**config.mk**
```make
export PLATFORM = sky130hd
export DESIGN_NAME = prog_clk_divider
export DESIGN_NICKNAME = d
export VERILOG_FILES = /design/src/rtl/clkdiv_pkg.sv /design/src/rtl/rst_sync.sv /design/src/rtl/prog_clk_divider.sv
export SDC_FILE = /design/constraint.sdc
export NUM_CORES = 1
export LEC_CHECK = 0
export CAP_MARGIN = 20
export CELL_PAD_IN_SITES_DETAIL_PLACEMENT = 1
export CELL_PAD_IN_SITES_GLOBAL_PLACEMENT = 1
export CORE_ASPECT_RATIO = 1.75
export CORE_MARGIN = 10
export CORE_UTILIZATION = 35
export CTS_CLUSTER_DIAMETER = 40
export DETAILED_ROUTE_END_ITERATION = 16
export PLACE_DENSITY_LB_ADDON = 0.1
export SLEW_MARGIN = 20
export SYNTH_ARGS = -nofsm -noshare
export SYNTH_HDL_FRONTEND = slang
export SYNTH_SLANG_ARGS = --single-unit
```
**constraint.sdc**
```tcl
create_clock -name mclk -period 4.7 [get_ports mclk]
set_input_delay 0.47 -clock mclk [delete_from_list [all_inputs] [get_ports mclk]]
set_output_delay 0.47 -clock mclk [all_outputs]
set_load 0.005 [all_outputs]
```
**src/rtl/clkdiv_pkg.sv**
```systemverilog
`default_nettype none
// ============================================================================
//  Module   : clkdiv_pkg
//  Purpose  : Shared definitions for the programmable clock divider: the
//             divider FSM state encoding and the power-on divide value.
//  Ports    : none (package)
//  Revision : 1.0 - initial release
// ============================================================================
package clkdiv_pkg;

  // Divider FSM states. STOP: frozen by en. RUN: counting with the active
  // value. RUN_PEND: counting, with a new value waiting for the next
  // terminal count.
  typedef enum logic [1:0] {
    ST_STOP     = 2'd0,
    ST_RUN      = 2'd1,
    ST_RUN_PEND = 2'd2
  } clkdiv_state_e;

  // Divide value after reset: 1 Hz clk_out from a 50 MHz mclk.
  localparam int CLKDIV_DEFAULT_DIV = 25000000;

endpackage : clkdiv_pkg
`default_nettype wire

```
**src/rtl/rst_sync.sv**
```systemverilog
`default_nettype none
// ============================================================================
//  Module   : rst_sync
//  Purpose  : Two-flop reset synchronizer. Assertion of the active-low input
//             reset propagates to the output immediately; release is
//             delayed by two clk edges so it is synchronous to clk.
//  Ports    : clk        - clock the released reset is aligned to
//             rst_n_in   - raw asynchronous active-low reset
//             rst_n_out  - active-low reset, async assert / sync release
//  Revision : 1.0 - initial release
// ============================================================================
module rst_sync (
  input  logic clk,
  input  logic rst_n_in,
  output logic rst_n_out
);

  logic r_meta;
  logic r_sync;

  always_ff @(posedge clk or negedge rst_n_in) begin
    if (!rst_n_in) begin
      r_meta <= 1'b0;
      r_sync <= 1'b0;
    end else begin
      r_meta <= 1'b1;
      r_sync <= r_meta;
    end
  end

  assign rst_n_out = r_sync;

endmodule : rst_sync
`default_nettype wire

```
**src/rtl/prog_clk_divider.sv**
```systemverilog
`default_nettype none
// ============================================================================
//  Module   : prog_clk_divider
//  Purpose  : Programmable clock divider. clk_out toggles every div mclk
//             cycles (div = active half-period). New divide values arrive
//             over a valid/ready handshake and take effect only at a terminal
//             count, so clk_out never glitches or produces a short phase.
//  Ports    : mclk        - sole clock, rising edge
//             rs_n        - asynchronous active-low reset (sync release)
//             en          - count enable; low freezes counter and clk_out
//             div_val     - requested half-period in mclk cycles
//             load_valid  - div_val offered this cycle
//             load_ready  - block can accept div_val (decoded from state)
//             tick        - one-cycle pulse at each terminal count
//             clk_out     - registered divided clock
//             load_err    - one-cycle pulse after a div_val == 0 transfer
//             running     - high in RUN or RUN_PEND
//  Revision : 1.0 - initial release
// ============================================================================
module prog_clk_divider
  import clkdiv_pkg::*;
#(
  parameter int WIDTH       = 26,
  parameter int DEFAULT_DIV = CLKDIV_DEFAULT_DIV
) (
  input  logic             mclk,
  input  logic             rs_n,
  input  logic             en,
  input  logic [WIDTH-1:0] div_val,
  input  logic             load_valid,
  output logic             load_ready,
  output logic             tick,
  output logic             clk_out,
  output logic             load_err,
  output logic             running
);

  localparam logic [WIDTH-1:0] c_one          = WIDTH'(1);
  localparam logic [WIDTH-1:0] c_reset_active = WIDTH'(DEFAULT_DIV);
  localparam logic [WIDTH-1:0] c_reset_count  = WIDTH'(DEFAULT_DIV - 1);

  logic             rst_n_sync;
  clkdiv_state_e    r_state;
  logic [WIDTH-1:0] r_active;
  logic [WIDTH-1:0] r_pending;
  logic [WIDTH-1:0] r_count;

  logic w_xfer;
  logic w_load_nz;
  logic w_load_zero;
  logic w_terminal;

  rst_sync u_rst_sync (
    .clk       (mclk),
    .rst_n_in  (rs_n),
    .rst_n_out (rst_n_sync)
  );

  // The only output not coming straight from a flop: it is a pure decode of
  // the state register, so there is still no input-to-output path.
  assign load_ready  = (r_state != ST_RUN_PEND);

  assign w_xfer      = load_valid & load_ready;
  assign w_load_nz   = w_xfer & (div_val != '0);
  assign w_load_zero = w_xfer & (div_val == '0);
  assign w_terminal  = (r_count == '0);

  always_ff @(posedge mclk or negedge rst_n_sync) begin
    if (!rst_n_sync) begin
      r_state   <= ST_RUN;
      r_active  <= c_reset_active;
      r_pending <= '0;
      r_count   <= c_reset_count;
      tick      <= 1'b0;
      clk_out   <= 1'b0;
      load_err  <= 1'b0;
      running   <= 1'b1;
    end else begin
      tick     <= 1'b0;
      // A zero divide is consumed but otherwise ignored.
      load_err <= w_load_zero;

      case (r_state)
        ST_STOP: begin
          if (w_load_nz) begin
            // Nothing is mid-period while stopped, so apply at once.
            r_active <= div_val;
            r_count  <= div_val - c_one;
            if (en) begin
              r_state <= ST_RUN;
              running <= 1'b1;
            end
          end else if (en) begin
            // Counting resumes on the same edge that leaves STOP, so a
            // low en is a pure freeze of the retained count.
            r_state <= ST_RUN;
            running <= 1'b1;
            if (w_terminal) begin
              tick    <= 1'b1;
              clk_out <= ~clk_out;
              r_count <= r_active - c_one;
            end else begin
              r_count <= r_count - c_one;
            end
          end
        end

        ST_RUN: begin
          if (en) begin
            if (w_terminal) begin
              tick    <= 1'b1;
              clk_out <= ~clk_out;
              // A load landing on the terminal count is used for this
              // very reload; no need to park it.
              if (w_load_nz) begin
                r_active <= div_val;
                r_count  <= div_val - c_one;
              end else begin
                r_count  <= r_active - c_one;
              end
            end else begin
              r_count <= r_count - c_one;
              if (w_load_nz) begin
                r_pending <= div_val;
                r_state   <= ST_RUN_PEND;
              end
            end
          end else if (w_load_nz) begin
            // Park the value; it applies at the next terminal count once
            // en returns. RUN_PEND holds while en is low.
            r_pending <= div_val;
            r_state   <= ST_RUN_PEND;
          end else begin
            r_state <= ST_STOP;
            running <= 1'b0;
          end
        end

        ST_RUN_PEND: begin
          if (en) begin
            if (w_terminal) begin
              tick     <= 1'b1;
              clk_out  <= ~clk_out;
              r_active <= r_pending;
              r_count  <= r_pending - c_one;
              r_state  <= ST_RUN;
            end else begin
              r_count <= r_count - c_one;
            end
          end
        end

        default: begin
          r_state <= ST_RUN;
          running <= 1'b1;
        end
      endcase
    end
  end

endmodule : prog_clk_divider
`default_nettype wire

```
### Word level (Yosys, flattened, before mapping)

Cells that the tools add are included.

| cells by class | value |
|---|---|
| $add $sub $neg | 4 |
| eq/ne operators | 15 |
| muxes and demuxes | 38 |
| bitwise operators | 5 |
| reduce and logical (&&, ||, !) cells | 13 |

Operator list:

| kind | number |
|---|---|
| 26-bit 2-to-1 mux | 16 |
| 26-bit case mux with 3 select lines | 2 |
| 26-bit by 1-bit subtractor with 26-bit output, second input constant | 4 |
| 26-bit zero test | 2 |
| 26-bit nonzero test | 1 |
| 2-bit inequality test, second input constant | 10 |
| 2-bit 2-to-1 mux | 7 |
| 5-bit AND reduction | 2 |
| 1-bit 2-to-1 mux | 9 |
| 3-bit inequality test, second input constant | 3 |
| 4-bit AND reduction | 2 |
| 2-bit case mux with 3 select lines | 1 |
| 1-bit case mux with 2 select lines | 2 |
| 2-bit AND reduction | 2 |
| 1-bit bitwise AND | 3 |
| 1-bit case mux with 3 select lines | 1 |
| 3-bit nonzero test | 1 |
| 2-bit by 1-bit == test with 1-bit output, second input constant | 1 |
| 2-bit == test, second input constant | 1 |
| 2-bit zero test | 1 |
| 1-bit NOT | 2 |
| 2-bit nonzero test | 1 |
| 2-bit OR reduction | 1 |

| word-level totals | value |
|---|---|
| register bits | 86 |
| input port bits | 30 |
| logic and storage cells | 85 |

### Longest topological paths before layout

Gate-level depths: netlist (run 1).

| logic depth | value |
|---|---|
| word-level depth | 7 |
| gate-level depth with buffers | 13 |
| mapped depth without buffers | 9 |

### Modules after synthesis

A second synthesis (run 1) with hierarchy kept.

| unflattened totals | value |
|---|---|
| cells, all modules | 849 |
| area, all modules | 7051.8 um^2 |

By module, submodules not included:

| module | times used | cells each | area an instance (um^2) |
|---|---|---|---|
| prog_clk_divider | 1 | 846 | 6998.0 |
| rst_sync | 1 | 3 | 53.8 |

### Worst setup path before layout (run 1)

No wires, ideal clock.

| timing | value |
|---|---|
| path kind | input -> register |
| start | input div_val[15] |
| end | register r_count[20] |
| data arrival time | 2561 ps |
| required time | 4611 ps |
| slack | 2049 ps |
| cell stages on the path | 10 |
| path buffers | 4 |
| path through | buf_6 -> or4_1 -> buf_2 -> nor4_4 -> a21o_1 -> buf_6 -> buf_2 -> mux2i_1 -> a21oi_1 -> o32ai_2 |

| between the ends | value |
|---|---|
| longest elaborated chain between the ends | 6 |
| elaborated cells between the ends (all ways) | 10 |
| those cells by class | add/sub (1); eq/ne (1); mux (5); bitwise (1); reduce/logical (2) |

RTL lines:

| item | RTL line | RTL |
|---|---|---|
| start, declared | prog_clk_divider.sv:29 | `input logic [WIDTH-1:0] div_val,` |
| parallel branches: the longest is 6 deep, another holds 26-bit by 1-bit subtractor with 26-bit output | -- |  |
| end signal, assigned | prog_clk_divider.sv:88 | `r_count <= div_val - c_one;` |
| end signal, assigned | prog_clk_divider.sv:117 | `r_count <= div_val - c_one;` |
| end signal, assigned | prog_clk_divider.sv:119 | `r_count <= r_active - c_one;` |
| end, declared | prog_clk_divider.sv:46 | `logic [WIDTH-1:0] r_count;` |

Parallel ways; which one is timed is not known. The select of a mux whose other input is x is not followed.
A chain may end at the register's enable or synchronous reset.

### Worst setup path after layout (run 1)

| timing | value |
|---|---|
| start | input div_val[0] |
| end | register r_count[14] |

The elaborated chain is that of the path after synthesis.

==> results of run 1 <==
==> cells in the final DEF, fill, tap and decap left out, drive strengths merged, types with 9 or more instances in the layout <==
cell type      count
nand2            107
o21ai             68
nor2              63
dfrtp             55
xnor2             40
xor2              39
nor4              38
mux2i             36
clkdlybuf4s50     34
dfstp             31
a21oi             30
nor3              29
mux2              26
buf               24
nand3             23
a31oi             20
o211ai            16
inv               15
nand4             14
or3               12
clkbuf            12
or4               11
ha                 9
==> through the flow <==
stage          cells  total power, mW  setup WS (ns)  hold WS [ns]
2_1_floorplan    849            3.714          2.049        0.1744
3_3_place_gp    1096            4.657          1.055        0.3402
3_5_place_dp    1096            4.777         0.9942        0.3387
4_1_cts         1112            5.505          1.306        0.2587
5_1_grt         1112            5.923          1.026        0.2694
6_report        1112            5.489          1.268        0.2737
==> where the power goes <==
group	internal (mW)	leakage, nW	switching (mW)
sequential	1.18	0.998	0.520
combinational	1.17	1.75	1.94
clock	0.372	0.136	0.310
==> state kept, by name, summed over array words and instances, names as in the netlist <==
register	cells
r_active	26
r_count	26
r_pending	26
r_state	2
clk_out	1
load_err	1
running	1
tick	1
u_rst_sync.r_meta	1
u_rst_sync.rst_n_out	1
==> cells in the mapped netlist, drive strengths merged, types with 3 or more instances <==
master,n,area share
a211o,5,0.0062
a211oi,8,0.0085
a21o,5,0.0053
a21oi,30,0.022
a221o,3,0.0043
a221oi,4,0.0059
a31oi,20,0.018
and3,3,0.0027
buf,21,0.020
clkbuf,35,0.019
dfrtp,55,0.20
dfstp,31,0.12
ha,9,0.016
inv,15,0.0080
mux2,26,0.042
mux2i,36,0.051
nand2,107,0.058
nand2b,3,0.0027
nand3,23,0.017
nand4,14,0.012
nand4b,5,0.0062
nor2,63,0.034
nor2b,3,0.0027
nor3,29,0.021
nor3b,3,0.0032
nor4,38,0.038
nor4b,4,0.0059
o211ai,16,0.018
o21ai,68,0.048
o221ai,8,0.0099
o22ai,5,0.0044
o31ai,7,0.0075
o32ai,3,0.0048
or2,6,0.0053
or3,12,0.011
or4,11,0.012
xnor2,40,0.050
xor2,39,0.048
==> worst max path at each step <==
stage | to | cells after the start
2_1_floorplan | r_count[20]$_DFFE_PN1P_ | 10
3_5_place_dp | r_count[14]$_DFFE_PN1P_ | 11
5_1_grt | r_count[14]$_DFFE_PN1P_ | 11
4_1_cts | r_count[14]$_DFFE_PN1P_ | 11
6_report | r_count[14]$_DFFE_PN1P_ | 11
3_3_place_gp | r_count[14]$_DFFE_PN1P_ | 11
==> area by class of cell <==
cell class,count,area share
Multi-Input combinational cell,692,0.5772
Sequential cell,86,0.2771
Inverter,15,0.007110
Timing Repair Buffer,58,0.06573
Clock buffer,12,0.03113
Tap cell,245,0.03871
Clock inverter,4,0.003002
==> worst max-delay path, delay by kind of cell <==
family	cells	cell delay, ns
and+or+nand+nor	4	1.17
AOI/OAI and AO/OA	3	0.97
buffers and inverters	3	0.81
adders and majority gates	1	0.25
==> kinds of logic (layout without fill, tap and decap cells) <==
logic type,count (synthesis),in the layout,share of synthesized area
AOI/OAI and AO/OA,206,206,0.1922
and+or+nand+nor,335,335,0.2431
buffers and inverters,71,89,0.04684
other,1,1,0.0005318
adders and majority gates,9,9,0.01597
xor gates and xnor gates,79,79,0.09812
muxes,62,62,0.09262
DFF,86,86,0.3107
==> per-layer routing <==
metal / wire, um / vias up
li1: - / 3165
met3: 919 / 60
met5: 0 / -
met1: 11720 / 3420
met4: 939 / 0
met2: 13150 / 155
==> flow_results.xml, run 1 <==
<?xml version="1.0" encoding="UTF-8"?>
<metrics>
  <group name="setup_path">
    <metric name="worst-path-max-fanout" unit="">15</metric>
    <metric name="critical_path.startpoint_type" unit="">input pin</metric>
    <metric name="regToRegStartpoint" unit="">r_state[0]$_DFFE_PN1P_</metric>
    <metric name="crit_path_start" unit="">div_val[0]</metric>
    <metric name="regToRegEndpoint" unit="">r_count[14]$_DFFE_PN1P_</metric>
    <metric name="cpMaxStageDelayCell" unit="">sky130_fd_sc_hd__a2111oi_1</metric>
    <metric name="nature_of_the_critical_path_endpoint" unit="">register</metric>
    <metric name="arrival" unit="ns">3.67</metric>
    <metric name="worst_reg2reg_setup_slack" unit="ns">1.32</metric>
    <metric name="worst_r2r_path_depth" unit="">10</metric>
    <metric name="endpoint_required_time_on_the_critical_path" unit="ns">4.94</metric>
    <metric name="crit_chain" unit="">clkdlybuf4s50_1, inv_1, ha_1, nor4b_2, buf_4, and4_1, a2111oi_1, or2_1, nand2_2, o32ai_1, a21oi_1</metric>
    <metric name="timing_worst_setup_path_type" unit="">in2reg</metric>
    <metric name="crit_path_max_incr_delay" unit="ns">0.58</metric>
  </group>
  <group name="final_layout">
    <metric name="diodes" unit="">0</metric>
    <metric name="fill_cells" unit="">2367</metric>
    <metric name="multi_input_area" unit="um^2">4571</metric>
    <metric name="post_route_cell_area" unit="um^2">7919</metric>
    <metric name="post_route_cells_drive_above_1_share" unit="">0.1384</metric>
    <metric name="seqCellArea" unit="um^2">2195</metric>
    <metric name="finalCoreUtilization" unit="">0.3995</metric>
    <metric name="areaGrowthSynthToFinish" unit="%">12.30</metric>
    <metric name="finish.net_count" unit="">901</metric>
  </group>
  <group name="yosys">
    <metric name="synth_flop_cell" unit="">sky130_fd_sc_hd__dfrtp_1</metric>
    <metric name="synth.yosys.seq_area_share" unit="">0.3107</metric>
    <metric name="synthesis.nets" unit="">888</metric>
    <metric name="synthesis.yosys.warnings" unit="">0</metric>
    <metric name="ys_seq_elements" unit="">86</metric>
    <metric name="post_synth_instance_area" unit="um^2">7052</metric>
    <metric name="synth_cell_type_count" unit="">81</metric>
    <metric name="async_s_r_ff_share_synth" unit="">1.000</metric>
    <metric name="post_synth.cell_area_avg" unit="um^2">8.306</metric>
    <metric name="synth_enable_flop_cells" unit="">0</metric>
    <metric name="postSynthCellCount" unit="">849</metric>
  </group>
  <group name="timing">
    <metric name="max_slew_margin" unit="">0.2952</metric>
    <metric name="rsz0062_at_grt" unit="">false</metric>
    <metric name="hold_violations" unit="">0</metric>
    <metric name="finalMaxSlewViolations" unit="">0</metric>
    <metric name="fin_worst_skew" unit="ns">0.007404</metric>
    <metric name="worstMarginPinSlew" unit="ns">1.048</metric>
    <metric name="tcrit_tclk_final" unit="">0.7303</metric>
    <metric name="timing.final.crit_period" unit="ns">3.432</metric>
    <metric name="setup_viol_count_final" unit="">0</metric>
    <metric name="timing.setup.tns" unit="ns">0</metric>
    <metric name="clock.fmax" unit="MHz">291.3</metric>
  </group>
  <group name="detailed_routing">
    <metric name="wl" unit="um">26730</metric>
    <metric name="drc" unit="">0</metric>
    <metric name="route.antenna.remaining_nets" unit="">0</metric>
    <metric name="detailedRoute.firstPassIterationCount" unit="">5</metric>
    <metric name="vias_per_cell" unit="">6.115</metric>
    <metric name="first_iter_violations" unit="">397</metric>
    <metric name="routedWlPerCell" unit="um">24.04</metric>
    <metric name="vias" unit="">6800</metric>
  </group>
  <group name="floorplan">
    <metric name="floorplan.core_area" unit="um^2">19820</metric>
    <metric name="die_y" unit="um">207.8</metric>
    <metric name="num_rows" unit="">68</metric>
    <metric name="die_width" unit="um">127.3</metric>
    <metric name="design.portCount" unit="">35</metric>
    <metric name="die_area" unit="um^2">26450</metric>
    <metric name="initial_core_util" unit="">0.3557</metric>
  </group>
  <group name="grt">
    <metric name="number_of_global_route_vias_before_repair" unit="">7303</metric>
    <metric name="globalRouteMet1Util" unit="">0.2511</metric>
    <metric name="globalRoute.busiestLayer" unit="">met2</metric>
    <metric name="grt.overflow.total" unit="">0</metric>
    <metric name="number_of_antenna_violations_at_the_first_check_in_global_routing" unit="">0</metric>
    <metric name="grt_use_total" unit="">0.2003</metric>
    <metric name="grt_max_degree" unit="">53</metric>
    <metric name="use_met2" unit="">0.3293</metric>
    <metric name="grt_pass1_wl" unit="um">42420</metric>
    <metric name="grt_util_met3" unit="">0.02812</metric>
  </group>
  <group name="cts">
    <metric name="ctsHoldBuffers" unit="">0</metric>
    <metric name="clk-insertion-delay-late" unit="ns">0.35</metric>
    <metric name="cts.sink_count" unit="">86</metric>
    <metric name="cts_setup_buffers" unit="">0</metric>
    <metric name="cts-root-buf" unit="">sky130_fd_sc_hd__clkbuf_16</metric>
    <metric name="cts_max_path_bufs" unit="">2</metric>
    <metric name="cts_inserted_buffers" unit="">9</metric>
    <metric name="cts_tree" unit="">yes</metric>
    <metric name="htreeDepth" unit="">3</metric>
    <metric name="post_cts_resized" unit="">0</metric>
    <metric name="clk_pin_slew_worst_paths" unit="ns">0.06</metric>
  </group>
  <group name="run">
    <metric name="maxCapViolations" unit="">0</metric>
  </group>
  <group name="power">
    <metric name="ir_worst_vdd" unit="mV">0.2692</metric>
    <metric name="leakage" unit="nW">2.886</metric>
    <metric name="power-per-cell-area" unit="nW/um^2">693.2</metric>
  </group>
  <group name="status">
    <metric name="outcome" unit="">complete, no violations</metric>
  </group>
  <group name="placed_design">
    <metric name="dp.final_hpwl" unit="um">20730</metric>
    <metric name="port_buffers" unit="">34</metric>
    <metric name="dpl_cell_area" unit="um^2">7649</metric>
    <metric name="gpl.final_weighted_congestion" unit="">0.9190</metric>
  </group>
  <group name="hold_path">
    <metric name="hold_class" unit="">in2async</metric>
  </group>
</metrics>
(Power assumes the default switching activity.)
==> inputs of run 2 (changes only) <==
==> constraint.sdc (replaced) <==
create_clock -name mclk -period 2.9 [get_ports mclk]
set_input_delay 0.29 -clock mclk [delete_from_list [all_inputs] [get_ports mclk]]
set_output_delay 0.29 -clock mclk [all_outputs]
set_load 0.005 [all_outputs]
==> run 2 against run 1 <==
Worst hold slack got worse by 0.19 ns. Clock power rose by 70%. Worst setup slack got worse by 1.2 ns. Critical path type unchanged. Critical endpoint is now r_count[20]$_DFFE_PN1P_. Largest power group unchanged. Highest routed layer unchanged.
==> flow_results.xml, run 2 (same netlist as run 1, synthesis figures left out) <==
<?xml version="1.0" encoding="UTF-8"?>
<metrics>
  <group name="timing">
    <metric name="tcrit_tclk_final" unit="">0.9764</metric>
    <metric name="max_slew_margin" unit="">0.5169</metric>
    <metric name="worstMarginPinSlew" unit="ns">0.7246</metric>
    <metric name="setup_slack" unit="ns">0.06850</metric>
    <metric name="setup_viol_count_final" unit="">0</metric>
    <metric name="rsz0062_at_grt" unit="">true</metric>
    <metric name="fin_worst_skew" unit="ns">0.01673</metric>
    <metric name="clock.fmax" unit="MHz">353.2</metric>
    <metric name="timing.setup.tns" unit="ns">0</metric>
    <metric name="hold_violations" unit="">0</metric>
    <metric name="finalMaxSlewViolations" unit="">0</metric>
    <metric name="timing.final.crit_period" unit="ns">2.831</metric>
  </group>
  <group name="grt">
    <metric name="grt_max_degree" unit="">53</metric>
    <metric name="number_of_global_route_vias_before_repair" unit="">7570</metric>
    <metric name="grt_use_total" unit="">0.2084</metric>
    <metric name="grt_pass1_wl" unit="um">44190</metric>
    <metric name="grt.overflow.total" unit="">0</metric>
    <metric name="number_of_antenna_violations_at_the_first_check_in_global_routing" unit="">0</metric>
  </group>
  <group name="power">
    <metric name="power-per-cell-area" unit="nW/um^2">1083</metric>
    <metric name="ir_worst_vdd" unit="mV">0.6291</metric>
    <metric name="report.power.total" unit="mW">9.404</metric>
    <metric name="leakage" unit="nW">3.338</metric>
  </group>
  <group name="final_layout">
    <metric name="mostFrequentLayoutCells" unit="">sky130_fd_sc_hd__nand2_1, sky130_fd_sc_hd__buf_4, sky130_fd_sc_hd__nor2_1</metric>
    <metric name="finish.net_count" unit="">987</metric>
    <metric name="final_common_cell" unit="">sky130_fd_sc_hd__nand2_1</metric>
    <metric name="top_regs" unit="">r_active (26), r_count (26), r_pending (26)</metric>
    <metric name="fill_cells" unit="">2376</metric>
    <metric name="areaGrowthSynthToFinish" unit="%">23.12</metric>
    <metric name="diodes" unit="">0</metric>
    <metric name="post_route_cell_area" unit="um^2">8682</metric>
    <metric name="post_route_cells_drive_above_1_share" unit="">0.2193</metric>
  </group>
  <group name="setup_path">
    <metric name="arrival" unit="ns">3.09</metric>
    <metric name="worst_reg2reg_setup_slack" unit="ns">0.07</metric>
    <metric name="critical_path.startpoint_type" unit="">input pin</metric>
    <metric name="worst-path-max-fanout" unit="">10</metric>
    <metric name="endpoint_required_time_on_the_critical_path" unit="ns">3.16</metric>
    <metric name="nature_of_the_critical_path_endpoint" unit="">register</metric>
    <metric name="timing_worst_setup_path_type" unit="">in2reg</metric>
  </group>
  <group name="detailed_routing">
    <metric name="vias_per_cell" unit="">5.871</metric>
    <metric name="wl" unit="um">27740</metric>
    <metric name="route.antenna.remaining_nets" unit="">0</metric>
    <metric name="routedWlPerCell" unit="um">23.16</metric>
    <metric name="drc" unit="">0</metric>
    <metric name="first_iter_violations" unit="">399</metric>
    <metric name="detailedRoute.firstPassIterationCount" unit="">7</metric>
    <metric name="vias" unit="">7034</metric>
  </group>
  <group name="cts">
    <metric name="clk-insertion-delay-late" unit="ns">0.37</metric>
    <metric name="htreeDepth" unit="">3</metric>
    <metric name="cts_tree" unit="">yes</metric>
    <metric name="clk_pin_slew_worst_paths" unit="ns">0.07</metric>
    <metric name="cts_setup_buffers" unit="">0</metric>
    <metric name="cts-root-buf" unit="">sky130_fd_sc_hd__clkbuf_16</metric>
    <metric name="cts.sink_count" unit="">86</metric>
    <metric name="cts_inserted_buffers" unit="">9</metric>
    <metric name="cts_max_path_bufs" unit="">2</metric>
  </group>
  <group name="placed_design">
    <metric name="dpl_cell_area" unit="um^2">8377</metric>
    <metric name="worst_slack_at_placement" unit="ns">-0.4322</metric>
    <metric name="gpl.final_weighted_congestion" unit="">0.8871</metric>
    <metric name="dp.final_hpwl" unit="um">22160</metric>
    <metric name="port_buffers" unit="">34</metric>
  </group>
  <group name="floorplan">
    <metric name="initial_core_util" unit="">0.3557</metric>
    <metric name="die_area" unit="um^2">26450</metric>
    <metric name="design.portCount" unit="">35</metric>
    <metric name="num_rows" unit="">68</metric>
    <metric name="floorplan.core_area" unit="um^2">19820</metric>
    <metric name="die_y" unit="um">207.8</metric>
    <metric name="die_width" unit="um">127.3</metric>
  </group>
  <group name="hold_path">
    <metric name="hold_class" unit="">in2async</metric>
  </group>
  <group name="status">
    <metric name="outcome" unit="">complete, no violations</metric>
  </group>
  <group name="run">
    <metric name="maxCapViolations" unit="">0</metric>
  </group>
</metrics>
[run 2: what timing repair did]
item                       in CTS  in global routing
setup endpoints to repair       1                 15
hold buffers                    0                  0
gates resized for setup         1                  4
[run 2: area by class of cell]
class                   instances  area [um^2]  area share
well taps                     245        306.5     0.03531
clock inverters                 6        43.79    0.005044
flip-flops and latches         86         2195      0.2528
repair buffers                144         1254      0.1444
inverters                      15        56.30    0.006485
clock buffers                  10        239.0     0.02753
multi-input cells             692         4588      0.5285
[run 2: critical path: stages]
cell and delay, ns:
sky130_fd_sc_hd__clkdlybuf4s50_1 0.41, sky130_fd_sc_hd__or4_1 0.66, sky130_fd_sc_hd__nor4_4 0.43, sky130_fd_sc_hd__a2111oi_1 0.15, sky130_fd_sc_hd__buf_4 0.16, sky130_fd_sc_hd__or2_1 0.26
sky130_fd_sc_hd__buf_12 0.15, sky130_fd_sc_hd__buf_4 0.15, sky130_fd_sc_hd__o211ai_2 0.07, sky130_fd_sc_hd__a21oi_1 0.08, sky130_fd_sc_hd__o32ai_2 0.28
[run 2: power by group]
| part | switching [mW] | total, mW | leakage [nW] | internal (mW) |
|---|---|---|---|---|
| clock network | 0.552 | 1.16 | 0.139 | 0.610 |
| logic | 3.21 | 5.50 | 2.20 | 2.29 |
| registers | 0.832 | 2.74 | 0.998 | 1.91 |
[run 2: path summary, 6_finish.rpt]
check / startpoint / end / depth (start not counted)
hold reg to reg: u_rst_sync.rst_n_out$_DFF_PN0_ / r_active[25]$_DFFE_PN0P_ / 0
max in group asynchronous: u_rst_sync.rst_n_out$_DFF_PN0_ / r_active[6]$_DFFE_PN1P_ / 1
min in group mclk: u_rst_sync.r_meta$_DFF_PN0_ / u_rst_sync.rst_n_out$_DFF_PN0_ / 0
setup reg to reg: r_pending[17]$_DFFE_PN0P_ / r_count[25]$_DFFE_PN0P_ / 7
hold / removal: rs_n / u_rst_sync.rst_n_out$_DFF_PN0_ / 1
setup / recovery: div_val[15] / r_count[20]$_DFFE_PN1P_ / 11
[run 2: metal layers]
metal / vias up / GRT usage / share of wire
li1: 3336 / - / -
met1: 3536 / 0.2530 / 0.44
met2: 116 / 0.3677 / 0.51
met3: 46 / 0.02071 / 0.021
met4: 0 / 0.07236 / 0.030
met5: - / 0 / 0
[run 2: per-stage QoR]
step | instances | util | hold WS [ns]
after floorplan | 849 | - | -0.005591
after global placement | 1182 | 0.4226 | 0.3435
after detailed placement | 1182 | 0.4226 | 0.3425
after CTS | 1198 | 0.4371 | 0.08352
after global routing | 1198 | 0.4380 | 0.08497
final | 1198 | 0.4380 | 0.08730
==> inputs of run 3 (changes only) <==
--- a/config.mk
+++ b/config.mk
@@ -13,6 +13,7 @@
 export CORE_UTILIZATION = 35
 export CTS_CLUSTER_DIAMETER = 40
 export DETAILED_ROUTE_END_ITERATION = 16
+export HOLD_SLACK_MARGIN = 0.03
 export PLACE_DENSITY_LB_ADDON = 0.1
 export SLEW_MARGIN = 20
 export SYNTH_ARGS = -nofsm -noshare
==> results of run 3 <==
Same layout as run 2: the final DEF is identical, and so are final timing and power.
